==> config.mk <==
export PLATFORM = sky130hd
export DESIGN_NAME = seu_npu_axil_biu
export DESIGN_NICKNAME = d
export VERILOG_FILES = /design/src/rtl/npu_biu_pkg.sv /design/src/rtl/npu_axil_skid.sv /design/src/rtl/seu_npu_axil_biu.sv
export SDC_FILE = /design/constraint.sdc
export NUM_CORES = 1
export LEC_CHECK = 0
export CORE_MARGIN = 3
export CORE_UTILIZATION = 40
export DETAILED_ROUTE_END_ITERATION = 6
export PLACE_DENSITY = 0.69
export SETUP_SLACK_MARGIN = 0.5
export SLEW_MARGIN = 20
export SYNTH_ARGS = -nofsm -noshare
export SYNTH_HDL_FRONTEND = slang
export SYNTH_HIERARCHICAL = 1
export SYNTH_SLANG_ARGS = --single-unit
==> constraint.sdc <==
create_clock -name clk_trans -period 1.65 [get_ports clk_trans]
set_input_delay 0.495 -clock clk_trans [delete_from_list [all_inputs] [get_ports clk_trans]]
set_output_delay 0.495 -clock clk_trans [all_outputs]
set_load 0.05 [all_outputs]
==> src/rtl/npu_biu_pkg.sv <==
// Shared definitions for the NPU control/config bus interface unit.
// Holds the default bus widths, the CCR register window shared with the
// register block, AXI response codes and the access FSM state encoding.
package npu_biu_pkg;

  localparam int unsigned DEF_AXI_AW    = 32;
  localparam int unsigned DEF_CCR_DW    = 64;

  // CCR window: base .. base + 2**CCR_WIN_OS_AW - 1
  localparam int unsigned CCR_WIN_OS_AW = 12;
  localparam logic [31:0] CCR_WIN_BASE  = 32'h0001_0000;

  localparam logic [1:0]  RESP_OKAY     = 2'b00;
  localparam logic [1:0]  RESP_SLVERR   = 2'b10;

  typedef enum logic [2:0] {
    IDLE    = 3'd0,
    WR_EXEC = 3'd1,
    WR_RESP = 3'd2,
    RD_EXEC = 3'd3,
    RD_RESP = 3'd4
  } biu_state_e;

endpackage

==> src/rtl/npu_axil_skid.sv <==
// One-entry holding buffer for an AXI4-Lite request channel.
// Ports:
//   clk_i, rst_i   clock, synchronous active-high reset
//   valid_i/ready_o/data_i  upstream handshake; ready_o = !full (registered)
//   full_o, data_o          buffered payload presented to the consumer
//   pop_i                   consumer releases the entry
module npu_axil_skid #(
  parameter int unsigned WIDTH = 32
) (
  input  logic             clk_i,
  input  logic             rst_i,
  input  logic             valid_i,
  output logic             ready_o,
  input  logic [WIDTH-1:0] data_i,
  output logic             full_o,
  output logic [WIDTH-1:0] data_o,
  input  logic             pop_i
);

  logic             full_q;
  logic             full_d;
  logic             ready_q;
  logic [WIDTH-1:0] data_q;
  logic [WIDTH-1:0] data_d;
  logic             push;

  // Pop and push never coincide: ready is low while the entry is held.
  always_comb begin
    push   = valid_i && ready_q;
    full_d = full_q;
    data_d = data_q;
    if (pop_i) begin
      full_d = 1'b0;
    end
    if (push) begin
      full_d = 1'b1;
      data_d = data_i;
    end
  end

  always_ff @(posedge clk_i) begin
    if (rst_i) begin
      full_q  <= 1'b0;
      ready_q <= 1'b0;
      data_q  <= '0;
    end else begin
      full_q  <= full_d;
      ready_q <= !full_d;
      data_q  <= data_d;
    end
  end

  assign ready_o = ready_q;
  assign full_o  = full_q;
  assign data_o  = data_q;

endmodule

==> src/rtl/seu_npu_axil_biu.sv <==
// AXI4-Lite slave front end for the NPU CCR register file.
// Buffers AW/W/AR in one-entry holding buffers, arbitrates between a complete
// write and a read, issues a single-cycle reg_wen/reg_ren strobe and returns
// the B/R response. One access is in flight at a time.
// Ports:
//   clk_trans, rst            clock, synchronous active-high reset
//   s_aw*/s_w*/s_b*           AXI4-Lite write address/data/response channels
//   s_ar*/s_r*                AXI4-Lite read address/data channels
//   reg_addr/wdata/sel        register access address (8-byte aligned), data, byte select
//   reg_wen/reg_ren           one-cycle write/read strobes
//   reg_rdata/reg_err         register read data and error, sampled in the strobe cycle
module seu_npu_axil_biu
  import npu_biu_pkg::*;
#(
  parameter int unsigned      AXI_AW     = DEF_AXI_AW,
  parameter int unsigned      CCR_AW     = DEF_AXI_AW,
  parameter int unsigned      CCR_DW     = DEF_CCR_DW,
  parameter int unsigned      CCR_OS_AW  = CCR_WIN_OS_AW,
  parameter logic [AXI_AW-1:0] CCR_S_ADDR = AXI_AW'(CCR_WIN_BASE)
) (
  input  logic                clk_trans,
  input  logic                rst,
  input  logic [AXI_AW-1:0]   s_awaddr,
  input  logic                s_awvalid,
  output logic                s_awready,
  input  logic [CCR_DW-1:0]   s_wdata,
  input  logic [CCR_DW/8-1:0] s_wstrb,
  input  logic                s_wvalid,
  output logic                s_wready,
  output logic [1:0]          s_bresp,
  output logic                s_bvalid,
  input  logic                s_bready,
  input  logic [AXI_AW-1:0]   s_araddr,
  input  logic                s_arvalid,
  output logic                s_arready,
  output logic [CCR_DW-1:0]   s_rdata,
  output logic [1:0]          s_rresp,
  output logic                s_rvalid,
  input  logic                s_rready,
  output logic [CCR_AW-1:0]   reg_addr,
  output logic [CCR_DW-1:0]   reg_wdata,
  output logic [CCR_DW/8-1:0] reg_sel,
  output logic                reg_wen,
  output logic                reg_ren,
  input  logic [CCR_DW-1:0]   reg_rdata,
  input  logic                reg_err
);

  localparam int unsigned SW = CCR_DW / 8;
  // Word address: byte-offset bits [2:0] are dropped at the buffer input.
  localparam int unsigned WA = AXI_AW - 3;

  typedef struct packed {
    logic [SW-1:0]     strb;
    logic [CCR_DW-1:0] data;
  } wbeat_t;

  logic          aw_full, w_full, ar_full;
  logic          aw_pop, w_pop, ar_pop;
  logic [WA-1:0] aw_wa, ar_wa;
  wbeat_t        w_in, w_beat;

  biu_state_e        state_q, state_d;
  logic              prio_q, prio_d;    // 0: write wins a tie, 1: read wins
  logic              win_q, win_d;      // current access hits the CCR window
  logic [CCR_AW-1:0] reg_addr_q, reg_addr_d;
  logic [CCR_DW-1:0] reg_wdata_q, reg_wdata_d;
  logic [SW-1:0]     reg_sel_q, reg_sel_d;
  logic              reg_wen_q, reg_wen_d;
  logic              reg_ren_q, reg_ren_d;
  logic              bvalid_q, bvalid_d;
  logic [1:0]        bresp_q, bresp_d;
  logic              rvalid_q, rvalid_d;
  logic [1:0]        rresp_q, rresp_d;
  logic [CCR_DW-1:0] rdata_q, rdata_d;

  logic wr_pend, rd_pend, grant_wr, grant_rd;

  function automatic logic in_window(input logic [WA-1:0] wa);
    return wa[WA-1:CCR_OS_AW-3] == CCR_S_ADDR[AXI_AW-1:CCR_OS_AW];
  endfunction

  assign w_in = '{strb: s_wstrb, data: s_wdata};

  npu_axil_skid #(.WIDTH(WA)) u_aw_buf (
    .clk_i   (clk_trans),
    .rst_i   (rst),
    .valid_i (s_awvalid),
    .ready_o (s_awready),
    .data_i  (s_awaddr[AXI_AW-1:3]),
    .full_o  (aw_full),
    .data_o  (aw_wa),
    .pop_i   (aw_pop)
  );

  npu_axil_skid #(.WIDTH($bits(wbeat_t))) u_w_buf (
    .clk_i   (clk_trans),
    .rst_i   (rst),
    .valid_i (s_wvalid),
    .ready_o (s_wready),
    .data_i  (w_in),
    .full_o  (w_full),
    .data_o  (w_beat),
    .pop_i   (w_pop)
  );

  npu_axil_skid #(.WIDTH(WA)) u_ar_buf (
    .clk_i   (clk_trans),
    .rst_i   (rst),
    .valid_i (s_arvalid),
    .ready_o (s_arready),
    .data_i  (s_araddr[AXI_AW-1:3]),
    .full_o  (ar_full),
    .data_o  (ar_wa),
    .pop_i   (ar_pop)
  );

  // Round-robin tie break: priority only moves when both sides were waiting.
  always_comb begin
    wr_pend  = aw_full && w_full;
    rd_pend  = ar_full;
    grant_wr = wr_pend && (!rd_pend || !prio_q);
    grant_rd = rd_pend && !grant_wr;
  end

  // Access FSM: strobes are set up one cycle ahead so they leave a register.
  always_comb begin
    state_d     = state_q;
    prio_d      = prio_q;
    win_d       = win_q;
    reg_addr_d  = reg_addr_q;
    reg_wdata_d = reg_wdata_q;
    reg_sel_d   = reg_sel_q;
    reg_wen_d   = 1'b0;
    reg_ren_d   = 1'b0;
    bvalid_d    = bvalid_q;
    bresp_d     = bresp_q;
    rvalid_d    = rvalid_q;
    rresp_d     = rresp_q;
    rdata_d     = rdata_q;
    aw_pop      = 1'b0;
    w_pop       = 1'b0;
    ar_pop      = 1'b0;

    unique case (state_q)
      IDLE: begin
        if (grant_wr) begin
          state_d     = WR_EXEC;
          win_d       = in_window(aw_wa);
          reg_addr_d  = CCR_AW'({aw_wa, 3'b000});
          reg_wdata_d = w_beat.data;
          reg_sel_d   = w_beat.strb;
          reg_wen_d   = in_window(aw_wa) && (w_beat.strb != '0);
          if (rd_pend) begin
            prio_d = 1'b1;
          end
        end else if (grant_rd) begin
          state_d    = RD_EXEC;
          win_d      = in_window(ar_wa);
          reg_addr_d = CCR_AW'({ar_wa, 3'b000});
          reg_ren_d  = in_window(ar_wa);
          if (wr_pend) begin
            prio_d = 1'b0;
          end
        end
      end
      WR_EXEC: begin
        // reg_err only counts when a strobe was actually issued
        bresp_d  = (!win_q || (reg_wen_q && reg_err)) ? RESP_SLVERR : RESP_OKAY;
        bvalid_d = 1'b1;
        state_d  = WR_RESP;
      end
      WR_RESP: begin
        if (s_bready) begin
          bvalid_d = 1'b0;
          aw_pop   = 1'b1;
          w_pop    = 1'b1;
          state_d  = IDLE;
        end
      end
      RD_EXEC: begin
        rdata_d  = win_q ? reg_rdata : '0;
        rresp_d  = (!win_q || (reg_ren_q && reg_err)) ? RESP_SLVERR : RESP_OKAY;
        rvalid_d = 1'b1;
        state_d  = RD_RESP;
      end
      RD_RESP: begin
        if (s_rready) begin
          rvalid_d = 1'b0;
          ar_pop   = 1'b1;
          state_d  = IDLE;
        end
      end
      default: begin
        state_d = IDLE;
      end
    endcase
  end

  always_ff @(posedge clk_trans) begin
    if (rst) begin
      state_q     <= IDLE;
      prio_q      <= 1'b0;
      win_q       <= 1'b0;
      reg_addr_q  <= '0;
      reg_wdata_q <= '0;
      reg_sel_q   <= '0;
      reg_wen_q   <= 1'b0;
      reg_ren_q   <= 1'b0;
      bvalid_q    <= 1'b0;
      bresp_q     <= RESP_OKAY;
      rvalid_q    <= 1'b0;
      rresp_q     <= RESP_OKAY;
      rdata_q     <= '0;
    end else begin
      state_q     <= state_d;
      prio_q      <= prio_d;
      win_q       <= win_d;
      reg_addr_q  <= reg_addr_d;
      reg_wdata_q <= reg_wdata_d;
      reg_sel_q   <= reg_sel_d;
      reg_wen_q   <= reg_wen_d;
      reg_ren_q   <= reg_ren_d;
      bvalid_q    <= bvalid_d;
      bresp_q     <= bresp_d;
      rvalid_q    <= rvalid_d;
      rresp_q     <= rresp_d;
      rdata_q     <= rdata_d;
    end
  end

  assign reg_addr  = reg_addr_q;
  assign reg_wdata = reg_wdata_q;
  assign reg_sel   = reg_sel_q;
  assign reg_wen   = reg_wen_q;
  assign reg_ren   = reg_ren_q;
  assign s_bvalid  = bvalid_q;
  assign s_bresp   = bresp_q;
  assign s_rvalid  = rvalid_q;
  assign s_rresp   = rresp_q;
  assign s_rdata   = rdata_q;

endmodule

==> impl_metrics.csv <==
group,metric,value,unit
outcome,status,"completed",
worst_setup_path,r2r-end,"reg_addr[29]",
floorplanning,rows,67,
yosys,synth.distinct_cells,40,
worst_setup_path,cp-start-kind,"register",
min_path,worstHoldStart,"rst",
finish,instances_no_fill,2373,
timing,final_max_slew_viol_count,0,
yosys,yosysSeqAreaShare,0.452,
grt,grtUsageTotal,0.236,
placement,io_buffers,375,
timing,hold_slack,0.337,ns
yosys,async_flop_share,0,
detailed_routing,firstDrtPassIters,5,
finish,syn_to_final_growth,75.1,%
worst_setup_path,worstPathCellList,"nor3_4, buf_6, o21a_4, buf_6, buf_12, buf_6, buf_12, nor2_4, a211oi_2",
timing,setup_violations,0,
yosys,synth-edff-count,0,
detailed_routing,vias_per_cell,5.36,
worst_setup_path,r2r_cells,9,
floorplanning,io_pins,387,
yosys,syn_inst,1414,
timing,rsz0062_at_grt,"yes",
worst_setup_path,critPathSlowestCell,"dfxtp_4",
pwr,powerDensity,789,nW/µm²
yosys,yosysMostFrequentCell,"dfxtp_1",
timing,tightest_slew,0.500,ns
timing,fmax,611,MHz
placement,place.gp.congestion,0.831,
floorplanning,initial_core_util,0.409,
worst_setup_path,path_class,"register to register",
pwr,power.leakage,8.84,nW
floorplanning,die_w,192,µm
cts,htree_levels,2,
yosys,avgSynthCellArea,9.77,µm²
cts,cts_tree,"built",
pwr,irDropWorstVdd,535,µV
finish,nets,2100,
floorplanning,die_h,192,µm
finish,final_area,24200,µm²
detailed_routing,antenna_left,0,
detailed_routing,vias,12700,
floorplanning,die_area,36800,µm²
worst_setup_path,reg2reg_from,"state_q[2]",
floorplanning,core_area,33800,µm²
worst_setup_path,cp.required,2.07,ns
worst_setup_path,cp.arrival,2.05,ns
yosys,netlist_area,13800,µm²
yosys,synth_common_cells,"dfxtp_1, nand2_1, a21oi_1",
timing,slew_headroom,0.664,
yosys,yosysWarnings,6,
placement,placed_cell_area,19400,µm²
grt,grt_pass1_vias,12400,
cts,clk_latency,0.50,ns
timing,skew,0.0159,ns
worst_setup_path,crit_top_cell,"buf_6",
worst_setup_path,slowest_delay,0.36,ns
yosys,synth-main-ff-cell,"dfxtp_1",
worst_setup_path,cp-end-kind,"register",
yosys,netlist_top_cells_area,"dfxtp_1, a21oi_2, nand2_1",
cts,cts_buffers,35,
placement,place_inst,2141,
cts,ctsHoldBuffers,0,
grt,grt_max_degree,60,
yosys,synth_top_area_frac,0.452,
grt,grt_antenna_before_repair,5,
finish,drive_gt1_frac,0.563,
timing,hold_viol_final,0,
grt,grt_overflow_total,0,
run,cap_violations,0,
worst_setup_path,worstPathMaxFanout,5,
cts,root_buffer,"clkbuf_16",
finish,final_core_util,0.716,
timing,min_period_over_period,0.991,
min_path,whs_endpoint,"u_aw_buf/data_o[19]",
placement,dpl.hpwl,27400,µm
detailed_routing,post-route-drc-count,0,
detailed_routing,first_iter_violations,818,
yosys,synth-seq-cells,312,
min_path,hold_path_class,"primary input to register",
cts,cts_max_path_buffers,3,
yosys,yosysTopAreaCell,"dfxtp_1",
cts,clock_sinks,312,
cts,clk_pin_slew,0.06,ns
detailed_routing,wirelength,50200,µm
detailed_routing,wl_per_cell,21.1,µm
grt,grt_first_pass_wirelength,69400,µm
worst_setup_path,r2r_slack,0.01,ns
timing,fin_crit,1.64,ns
min_path,hold-path-cell-count,2,
==> power by group <==
part | internal (mW) | switching [mW] | total (mW)
registers | 7.75 | 0.266 | 8.02
clock network | 4.37 | 3.12 | 7.49
logic | 1.84 | 1.75 | 3.59
total | 14.0 | 5.14 | 19.1
==> placed cells by master (no fill, tap or decap), types with 29 or more instances in the layout <==
master	instances
a21oi_1	93
dfxtp_2	130
nand3_1	98
buf_12	211
clkbuf_16	51
a211oi_2	29
nand2_4	47
dfxtp_1	127
dfxtp_4	55
buf_4	105
clkdlybuf4s50_1	197
a21bo_1	80
nand3_2	87
a21oi_2	178
a21bo_2	50
nand2_1	159
==> repair_timing <==
action,4_1_cts,5_1_grt
setup endpoints to repair,415,451
pin swaps,25,80
gates cloned,24,19
buffers inserted,64,55
endpoints found under the hold margin,0,0
gates resized for setup,284,265
==> per-stage QoR <==
step	setup slack [ns]	total power [mW]	TNS, ns
after global placement	-0.0656	10.9	-0.283
after CTS	0.0685	18.9	0
after global routing	-0.0404	19.7	-0.306
after floorplan	0.339	9.87	0
final	0.0141	19.1	0
after detailed placement	-0.0821	10.9	-0.295
==> sequential cells by signal, summed over array words and instances (netlist names), 3 cells and up <==
| signal | count |
|---|---|
| reg_addr | 29 |
| reg_sel | 8 |
| reg_wdata | 64 |
| s_rdata | 64 |
| state_q | 3 |
| u_ar_buf/data_o | 29 |
| u_aw_buf/data_o | 29 |
| u_w_buf/data_o | 72 |
==> critical path, delay by kind of cell (launching register included) <==
family | cells | cell delay, ns
AO/OA/AOI/OAI | 2 | 0.33
buffers and inverters | 5 | 0.58
flip-flops | 1 | 0.36
AND/OR/NAND/NOR | 2 | 0.27
==> area by class of cell <==
cell class	count	area, µm²
antenna	8	20.0
clock buffer	55	1010
clock inverter	7	67.6
fill	2209	9590
multi-input combinational	961	7530
sequential	312	6620
tap	448	561
timing repair buffer	582	8390
==> metal layers <==
metal | part of all wire | wire, µm | track usage | vias up
li1 | - | - | - | 5890
met1 | 0.40 | 20200 | 0.294 | 6236
met2 | 0.50 | 25200 | 0.407 | 463
met3 | 0.057 | 2840 | 0.0431 | 133
met4 | 0.039 | 1960 | 0.0864 | 0
met5 | 0 | 0 | 0 | -
==> logic make-up (layout without fill, tap and decap cells) <==
family          Yosys count  count (layout)  share of synthesized area
flops                   312             312                      0.452
mux                      29              29                     0.0210
other cells               1              13                   0.000271
compound gates          438             438                      0.254
simple gates            487             488                      0.186
buf+inv                 146             644                     0.0856
xor+xnor                  1               1                   0.000634
==> worst max-delay path by stage <==
stage | to | slack, ns | startpoint
global route | reg_addr[29] | -0.04 | state_q[2]
CTS | s_awready | 0.07 | u_aw_buf/ready_o
finish | reg_addr[29] | 0.01 | state_q[2]
floorplan | win_q | 0.34 | u_aw_buf/full_o
global placement | u_aw_buf/ready_o | -0.07 | s_bready
detailed placement | u_aw_buf/ready_o | -0.08 | s_bready
No activity file was read; power rests on OpenSTA's default activity.
